[src/rtl/icache_pkg.sv]
// Shared icache definitions: FSM state encodings and the default geometry
// agreed with the instruction memory.
package icache_pkg;

    localparam int WORD_SIZE  = 32;
    localparam int BLOCK_SIZE = 8;
    localparam int MEM_SIZE   = 32;
    localparam int NUM_LINES  = 8;

    typedef enum logic [1:0] {
        ICACHE_IDLE = 2'd0,
        ICACHE_MISS = 2'd1,
        ICACHE_FILL = 2'd2
    } icache_state_e;

endpackage

[src/rtl/icache_line_store.sv]
// Line storage for the icache: valid/tag/data arrays with a combinational read
// port and a synchronous write port; valid bits clear asynchronously on reset.
module icache_line_store #(
    parameter int WORD_SIZE  = icache_pkg::WORD_SIZE,
    parameter int BLOCK_SIZE = icache_pkg::BLOCK_SIZE,
    parameter int NUM_LINES  = icache_pkg::NUM_LINES,
    parameter int TAG_W      = 2
) (
    input  logic                                clock,
    input  logic                                reset,
    input  logic [$clog2(NUM_LINES)-1:0]        rd_index,
    output logic                                rd_valid,
    output logic [TAG_W-1:0]                    rd_tag,
    output logic [WORD_SIZE*BLOCK_SIZE-1:0]     rd_block,
    input  logic                                we,
    input  logic [$clog2(NUM_LINES)-1:0]        wr_index,
    input  logic [TAG_W-1:0]                    wr_tag,
    input  logic [WORD_SIZE*BLOCK_SIZE-1:0]     wr_block
);
    import icache_pkg::*;

    localparam int LINE_W = WORD_SIZE * BLOCK_SIZE;

    logic [NUM_LINES-1:0] valid_r;
    logic [TAG_W-1:0]     tag_r  [NUM_LINES];
    logic [LINE_W-1:0]    data_r [NUM_LINES];

    // Valid bits: only a completed refill may set one.
    always_ff @(posedge clock or negedge reset) begin
        if (!reset) begin
            valid_r <= {NUM_LINES{1'b0}};
        end else if (we) begin
            valid_r[wr_index] <= 1'b1;
        end
    end

    // Tag and data payload; meaningless until the matching valid bit is set.
    always_ff @(posedge clock) begin
        if (we) begin
            tag_r[wr_index]  <= wr_tag;
            data_r[wr_index] <= wr_block;
        end
    end

    assign rd_valid = valid_r[rd_index];
    assign rd_tag   = tag_r[rd_index];
    assign rd_block = data_r[rd_index];

endmodule

[src/rtl/icache.sv]
// Direct-mapped read-only L1 instruction cache with blocking refill.
// Define ICACHE_STATS_EN to build the saturating hit/miss counters.
module icache #(
    parameter int WORD_SIZE  = icache_pkg::WORD_SIZE,
    parameter int BLOCK_SIZE = icache_pkg::BLOCK_SIZE,
    parameter int MEM_SIZE   = icache_pkg::MEM_SIZE,
    parameter int NUM_LINES  = icache_pkg::NUM_LINES
) (
    input  logic                                            clock,
    input  logic                                            reset,
    input  logic                                            cpu_ren,
    input  logic [$clog2(MEM_SIZE)+$clog2(BLOCK_SIZE)-1:0]  cpu_addr,
    output logic [WORD_SIZE-1:0]                            cpu_dout,
    output logic                                            cpu_stall,
    output logic                                            mem_ren,
    output logic [$clog2(MEM_SIZE)-1:0]                     mem_block_address,
    input  logic                                            mem_ready,
    input  logic [WORD_SIZE*BLOCK_SIZE-1:0]                 mem_din,
    output logic [15:0]                                     hit_count,
    output logic [15:0]                                     miss_count
);
    import icache_pkg::*;

    localparam int OFF_W  = $clog2(BLOCK_SIZE);
    localparam int IDX_W  = $clog2(NUM_LINES);
    localparam int BA_W   = $clog2(MEM_SIZE);
    localparam int TAG_W  = BA_W - IDX_W;
    localparam int ADDR_W = BA_W + OFF_W;
    localparam int LINE_W = WORD_SIZE * BLOCK_SIZE;

    icache_state_e state_r, next_state_s;

    logic              mem_ren_r, mem_ren_next_s;
    logic [BA_W-1:0]   mem_block_address_r, mem_addr_next_s;
    logic              line_we_s;
    logic              rd_valid_s;
    logic [TAG_W-1:0]  rd_tag_s;
    logic [LINE_W-1:0] rd_block_s;
    logic              hit_s;
    logic [WORD_SIZE-1:0] word_s;

    logic [OFF_W-1:0]  addr_off_s;
    logic [IDX_W-1:0]  addr_idx_s;
    logic [TAG_W-1:0]  addr_tag_s;
    logic [BA_W-1:0]   addr_blk_s;

    assign addr_off_s = cpu_addr[OFF_W-1:0];
    assign addr_idx_s = cpu_addr[OFF_W +: IDX_W];
    assign addr_tag_s = cpu_addr[ADDR_W-1 -: TAG_W];
    assign addr_blk_s = cpu_addr[ADDR_W-1:OFF_W];

    icache_line_store #(
        .WORD_SIZE  (WORD_SIZE),
        .BLOCK_SIZE (BLOCK_SIZE),
        .NUM_LINES  (NUM_LINES),
        .TAG_W      (TAG_W)
    ) u_line_store (
        .clock    (clock),
        .reset    (reset),
        .rd_index (addr_idx_s),
        .rd_valid (rd_valid_s),
        .rd_tag   (rd_tag_s),
        .rd_block (rd_block_s),
        .we       (line_we_s),
        .wr_index (mem_block_address_r[IDX_W-1:0]),
        .wr_tag   (mem_block_address_r[BA_W-1 -: TAG_W]),
        .wr_block (mem_din)
    );

    assign hit_s  = rd_valid_s && (rd_tag_s == addr_tag_s);
    assign word_s = rd_block_s[addr_off_s * WORD_SIZE +: WORD_SIZE];

    // State and memory-port registers; reset drops an in-flight fetch at once.
    always_ff @(posedge clock or negedge reset) begin
        if (!reset) begin
            state_r             <= ICACHE_IDLE;
            mem_ren_r           <= 1'b0;
            mem_block_address_r <= {BA_W{1'b0}};
        end else begin
            state_r             <= next_state_s;
            mem_ren_r           <= mem_ren_next_s;
            mem_block_address_r <= mem_addr_next_s;
        end
    end

    // Next state, CPU response and refill control.
    always_comb begin
        next_state_s    = state_r;
        cpu_stall       = 1'b1;
        cpu_dout        = {WORD_SIZE{1'b0}};
        line_we_s       = 1'b0;
        mem_ren_next_s  = 1'b0;
        mem_addr_next_s = mem_block_address_r;
        case (state_r)
            ICACHE_IDLE: begin
                cpu_stall = cpu_ren & ~hit_s;
                if (cpu_ren && hit_s) begin
                    cpu_dout = word_s;
                end else begin
                    cpu_dout = {WORD_SIZE{1'b0}};
                end
                if (cpu_ren && !hit_s) begin
                    next_state_s    = ICACHE_MISS;
                    mem_ren_next_s  = 1'b1;
                    mem_addr_next_s = addr_blk_s;
                end else begin
                    next_state_s    = ICACHE_IDLE;
                end
            end
            ICACHE_MISS: begin
                // The fill always uses the address latched at miss detection.
                if (mem_ready) begin
                    line_we_s      = 1'b1;
                    mem_ren_next_s = 1'b0;
                    next_state_s   = ICACHE_FILL;
                end else begin
                    mem_ren_next_s = 1'b1;
                    next_state_s   = ICACHE_MISS;
                end
            end
            ICACHE_FILL: begin
                // One low cycle on ren lets the memory rearm its delay counter.
                next_state_s = ICACHE_IDLE;
            end
            default: begin
                next_state_s = ICACHE_IDLE;
            end
        endcase
    end

    assign mem_ren           = mem_ren_r;
    assign mem_block_address = mem_block_address_r;

`ifdef ICACHE_STATS_EN
    logic        hit_event_s, miss_event_s;
    logic [15:0] hit_count_r, miss_count_r;

    assign hit_event_s  = (state_r == ICACHE_IDLE) && cpu_ren && hit_s;
    assign miss_event_s = (state_r == ICACHE_IDLE) && cpu_ren && !hit_s;

    // Saturating hit/miss counters.
    always_ff @(posedge clock or negedge reset) begin
        if (!reset) begin
            hit_count_r  <= 16'd0;
            miss_count_r <= 16'd0;
        end else begin
            if (hit_event_s && (hit_count_r != 16'hFFFF)) begin
                hit_count_r <= hit_count_r + 16'd1;
            end
            if (miss_event_s && (miss_count_r != 16'hFFFF)) begin
                miss_count_r <= miss_count_r + 16'd1;
            end
        end
    end

    assign hit_count  = hit_count_r;
    assign miss_count = miss_count_r;
`else
    assign hit_count  = 16'd0;
    assign miss_count = 16'd0;
`endif

endmodule

[config.mk]
export PLATFORM = sky130hd
export DESIGN_NAME = icache
export DESIGN_NICKNAME = d
export VERILOG_FILES = /design/src/rtl/icache_pkg.sv /design/src/rtl/icache_line_store.sv /design/src/rtl/icache.sv
export SDC_FILE = /design/constraint.sdc
export NUM_CORES = 2
export LEC_CHECK = 0
export ABC_CLOCK_PERIOD_IN_PS = 36900
export BUFFER_PORTS_ARGS = -buffer_cell sky130_fd_sc_hd__buf_4
export CELL_PAD_IN_SITES_DETAIL_PLACEMENT = 1
export CELL_PAD_IN_SITES_GLOBAL_PLACEMENT = 1
export CORE_MARGIN = 1.5
export CORE_UTILIZATION = 45
export DETAILED_ROUTE_END_ITERATION = 8
export PLACE_DENSITY_LB_ADDON = 0.1
export SLEW_MARGIN = 30
export SYNTH_ARGS = -nofsm -noshare
export SYNTH_HDL_FRONTEND = slang
export SYNTH_SLANG_ARGS = --single-unit
[constraint.sdc]
create_clock -name clock -period 36.9 [get_ports clock]
set_input_delay 3.69 -clock clock [delete_from_list [all_inputs] [get_ports clock]]
set_output_delay 3.69 -clock clock [all_outputs]
set_load 0.05 [all_outputs]
# Word level (Yosys, flattened, before mapping)
# Memory sizes are Yosys's and may differ from the RTL's.
# Cells that the tools add are included.
dict set report totals {
  memories 2
  mem_bits_rw 2064
  reg_bits 16
  in_bits 268
}
# name depth width read_ports rd_clocked_by_memory_dff wr line
set mem_list {}
lappend mem_list {u_line_store.data_r 8 256 1 0 1 icache_line_store.sv:26} ;# logic [LINE_W-1:0] data_r [NUM_LINES];
lappend mem_list {u_line_store.tag_r 8 2 1 0 1 icache_line_store.sv:25} ;# logic [TAG_W-1:0] tag_r [NUM_LINES];
dict set report op_classes {
  reduce_logical 7
  n_shift 1
  eq_ne 2
  bitwise 3
  n_mux 17
  n_lt_le_gt_ge 3
}
# cell n
set ops {}
lappend ops {{$shiftx A256 B9 Y32} 1}
lappend ops {{$mux W32} 2}
lappend ops {{$mux W1} 10}
lappend ops {{$lt A3 B4 Y1 const B} 2}
lappend ops {{$or A8 B8 Y8} 1}
lappend ops {{$logic_and A1 B1 Y1} 4}
lappend ops {{$pmux W2 S2} 1}
lappend ops {{$bmux W1 S3} 1}
lappend ops {{$demux W1 S3} 1}
lappend ops {{$ge A3 B1 Y1 const B} 1}
lappend ops {{$eq A2 B1 Y1 const B} 1}
lappend ops {{$eq A2 B2 Y1} 1}
lappend ops {{$logic_not A2 Y1} 1}
lappend ops {{$mux W2} 1}
lappend ops {{$pmux W1 S2} 1}
lappend ops {{$reduce_and A2 Y1} 1}
lappend ops {{$and A1 B1 Y1} 1}
lappend ops {{$logic_not A1 Y1} 1}
lappend ops {{$not A1 Y1} 1}

# Logic depth before layout (Yosys ltp)
dict set report logic_depth {
  depth_word 7
  mapped_depth 12
  ltp_nobuf 6
}

# Cells and area by module
# A second synthesis with hierarchy kept.
dict set report hier_totals {
  cells_unflattened 3337
  area_unflattened_um2 80548.5
}
# module cells_each instances area_each_um2
set by_module_without_submodules {}
lappend by_module_without_submodules {icache_line_store 3018 1 77574.4}
lappend by_module_without_submodules {icache 319 1 2974.1}

# Least setup slack after synthesis
# OpenSTA, ideal clock, no wires.
dict set report synth_timing {
  path_kind {input to register}
  from {input mem_ready}
  to {register u_line_store.valid_r[0]}
  n_path_buf 0
  setup_ps 175
  arrival_time_ps 22992
  required_time_ps 36725
  stages 4
  path_slack_ps 13733
  cell_sequence {inv_1 -> or3_1 -> nor3_1 -> or2_2}
}
dict set report synth_between {
  elab_chain_cells 2
}
# item line
set synth_lines {}
lappend synth_lines {{from (decl)} icache.sv:17} ;# input logic mem_ready,
lappend synth_lines {{$mux W1} icache.sv:112} ;# if (mem_ready) begin
lappend synth_lines {{$mux W1} icache.sv:94} ;# case (state_r)
lappend synth_lines {{to (signal assigned)} icache_line_store.sv:31} ;# valid_r <= {NUM_LINES{1'b0}};
lappend synth_lines {{to (decl)} icache_line_store.sv:24} ;# logic [NUM_LINES-1:0] valid_r;
# Every way passes these cells.
# A chain may end at the register's enable or synchronous reset.

# Worst setup path after layout
dict set report layout_timing {
  from {input cpu_addr[3]}
  to {output cpu_dout[26]}
}
dict set report layout_between {
  elab_chain_cells 6
}
# item line
set layout_lines {}
lappend layout_lines {{from (decl)} icache.sv:12} ;# input logic [$clog2(MEM_SIZE)+$clog2(BLOCK_SIZE)-1:0] cpu_addr,
lappend layout_lines {{parallel branches: the longest is 4 deep, another holds $mem_v2 Z8 W256} -}
lappend layout_lines {{$mux W32 (*)} icache.sv:97} ;# if (cpu_ren && hit_s) begin
lappend layout_lines {{$mux W32 (*)} icache.sv:94}
lappend layout_lines {{to (decl)} icache.sv:13} ;# output logic [WORD_SIZE-1:0] cpu_dout,
# Every way passes the cells marked *. The select of a mux whose other input is x is not followed.

==> impl_metrics.toml <==
[clock_tree]
cts_buffers = 209
clockRootBuffer = "clkbuf_16"
path_clk_slew_ns = 0.06
clk_path_buf_depth = 3
cts_tree = "done"
cts_max_level = 4
clock_latency_ns = 0.84
post_cts_buffers = 0
cts_sinks = 2079
cts_resized = 0
hold_buffers = 0

[synthesis]
synthFlopType = "edfxtp_1"
synth_warnings = 0
synthCells = 3440
synth-edff-count = 2064
ys_seq_area_share_pct = 78.6
syn_area_per_cell_um2 = 23.1
syn-cell-area_mm2 = 0.0794
synth.distinct_cells = 53
ys_ff_latch = 2079
synthArstFlopShare_pct = 0.722

[floorplan]
io_pins = 339
num_rows = 153
die_x_um = 423
fp.dieH_um = 423
core-area_mm2 = 0.175
initial_utilization_pct = 45.5
die_area_mm2 = 0.179

[timing]
max-slew-margin-rel_pct = 27.2
period_minus_slack_ns = 12.82
fin_skew_ns = 0.0241
finalCritPeriodShare_pct = 34.7
slew_violations = 0
hold_viol = 0
rsz0062_at_grt = "no"
fin_setup_tns_ns = 0
finalSetupViolCount = 0
fmax_ghz = 0.0780
worst_pin_slew_ns = 1.09

[detailed_routing]
wl_um = 222000
dr.pass1.iters = 5
postRouteAntennaNets = 0
post_drt_via_cell_ratio = 5.94
num_vias = 37900
wl_per_cell_um = 34.9
route.detailed.drc = 0
drt_iter0_markers = 3553

[critical_path]
critPathTopFamily = "buffers and inverters"
crit_buf_inv = 5
critical_path.cell_chain = "buf_8 -> buf_4 -> buf_4 -> buf_4 -> mux4_2 -> a22oi_1 -> nand2_1 -> nor4_2 -> nor3_1 -> buf_4"
arrival_ns = 9.13
startpoint_type = "primary input"
path_class = "in2out"
critPathSlowestCell = "nor4_2"
critPathMostFrequentCell = "buf_4"
cpPeakStageDelay_ns = 0.83
critPathRequiredTime_ns = 33.21
worstSetupEndpointType = "primary output"
crit_fanout = 76

[cells_and_area]
design_area_mm2 = 0.0911
fin_util_pct = 52.2
multiInputGateArea_mm2 = 0.0161
final_common_cell = "edfxtp_1"
area_growth_pct = 14.8
seq_area_mm2 = 0.0624
layout_common_cells = "edfxtp_1, mux4_2, buf_4"
stdcell_count = 6374
nNetsFinal = 4134
drive_gt1_share_pct = 30.6
fillCellCount = 15100

[pwr]
power_w = 0.00530
leakagePower_nw = 29.0
ir_worst_vdd_v = 0.0000482
power_density_mw_per_mm2 = 58.2

[global_routing]
grt_usage_pct = 25.0
first_global_vias = 40200
grt_overflow = 0
grt_max_degree = 116
antenna_found_initial = 66
grt_pass1_wl_um = 313000

[place]
place_area_mm2 = 0.0845
dp.cells = 5980
io_buffers = 306
dpl.hpwl_um = 133000
globalplace.congestion = 0.775

[hold_path]
hold_path.class = "reg2reg"

[outcome]
status = "complete, no violations"

[run]
max_cap_violations = 0
==> cells in the mapped netlist, types with 5 or more instances <==
library cell     n  area [µm²]
mux2i_1        101        1010
mux2_2          10         113
buf_2           56         280
dfrtp_1         15         375
o21ai_0         38         190
nor2b_1         13        81.3
mux4_2         526       11800
nor2_1          56         210
o32ai_1          5        43.8
o211ai_1         5        37.5
edfxtp_1      2064       62000
a211oi_1        16         120
o22ai_1         32         200
nand2_1         86         323
or2_2           11        68.8
nand2b_1         9        56.3
a22oi_1         50         375
buf_1           11        41.3
and3_1           8        50.1
a221oi_1        15         131
clkbuf_1        76         285
nand3_1         25         125
a21oi_1         50         250
buf_4           65         488
a31oi_1         13        81.3
nor3_1          28         140
==> kinds of logic (layout without fill, tap and decap cells) <==
kind of cell,after synthesis,in the layout,synth area share [%]
other cells,1,47,0.00473
buf+inv,215,778,1.44
simple gates,251,251,1.46
compound gates,255,255,2.15
flops,2079,2079,78.6
xor+xnor,2,2,0.0221
mux,637,637,16.3
==> final timing paths <==
check / to / slack (ns) / cells past startpoint / start
min in group asynchronous: state_r[1] / 2.69 / 1 / reset
setup reg to reg: u_line_store.data_r[0][34] / 32.87 / 6 / state_r[1]
setup / recovery: cpu_dout[26] / 24.08 / 10 / cpu_addr[3]
hold reg to reg: u_line_store.valid_r[2] / 0.48 / 1 / u_line_store.valid_r[2]
hold / removal: u_line_store.valid_r[2] / 0.48 / 1 / u_line_store.valid_r[2]
max in group asynchronous: u_line_store.valid_r[5] / 34.03 / 1 / reset
==> layer usage <==
metal / track usage [%] / share of wire, % / vias up
li1: - / - / 15500
met1: 32.8 / 39 / 20700
met2: 42.6 / 51 / 1292
met3: 4.94 / 6.4 / 339
met4: 7.11 / 2.6 / 30
met5: 0 / 0.082 / -
==> registers in the layout, summed over array words and instances (netlist names) <==
register and cells:
mem_block_address 5, u_line_store.valid_r 8, u_line_store.tag_r 16, state_r 2, u_line_store.data_r 2048
==> where the power goes <==
part | total (W) | switching (W) | leakage [nW] | internal (W)
clock | 0.00203 | 0.000876 | 3.17 | 0.00116
combinational | 0.000463 | 0.000307 | 7.03 | 0.000156
sequential | 0.00280 | 0.0000391 | 18.8 | 0.00276
==> worst register-to-register path, cell delays in order, from the launching register on <==
cell and delay [ns]:
dfrtp_1 0.38, nand2b_1 0.17, or3_1 0.48, nor3_2 0.26, buf_4 0.63, buf_12 0.67
buf_4 0.99
==> area by class of cell <==
type / instances / area share (%)
antenna: 15 / 0.0412
timing repair buffer: 395 / 3.53
clock buffer: 257 / 6.01
inverter: 4 / 0.0220
clock inverter: 122 / 1.11
tap: 2325 / 3.19
sequential: 2079 / 68.5
multi-input combinational: 1177 / 17.6
==> per-stage QoR <==
stage	setup slack, ns	hold slack, ns
detailed placement	23.95	0.454
floorplan	13.73	0.434
global placement	23.84	0.446
finish	24.08	0.482
global route	23.65	0.493
CTS	23.93	0.470
(Power assumes the default switching activity.)
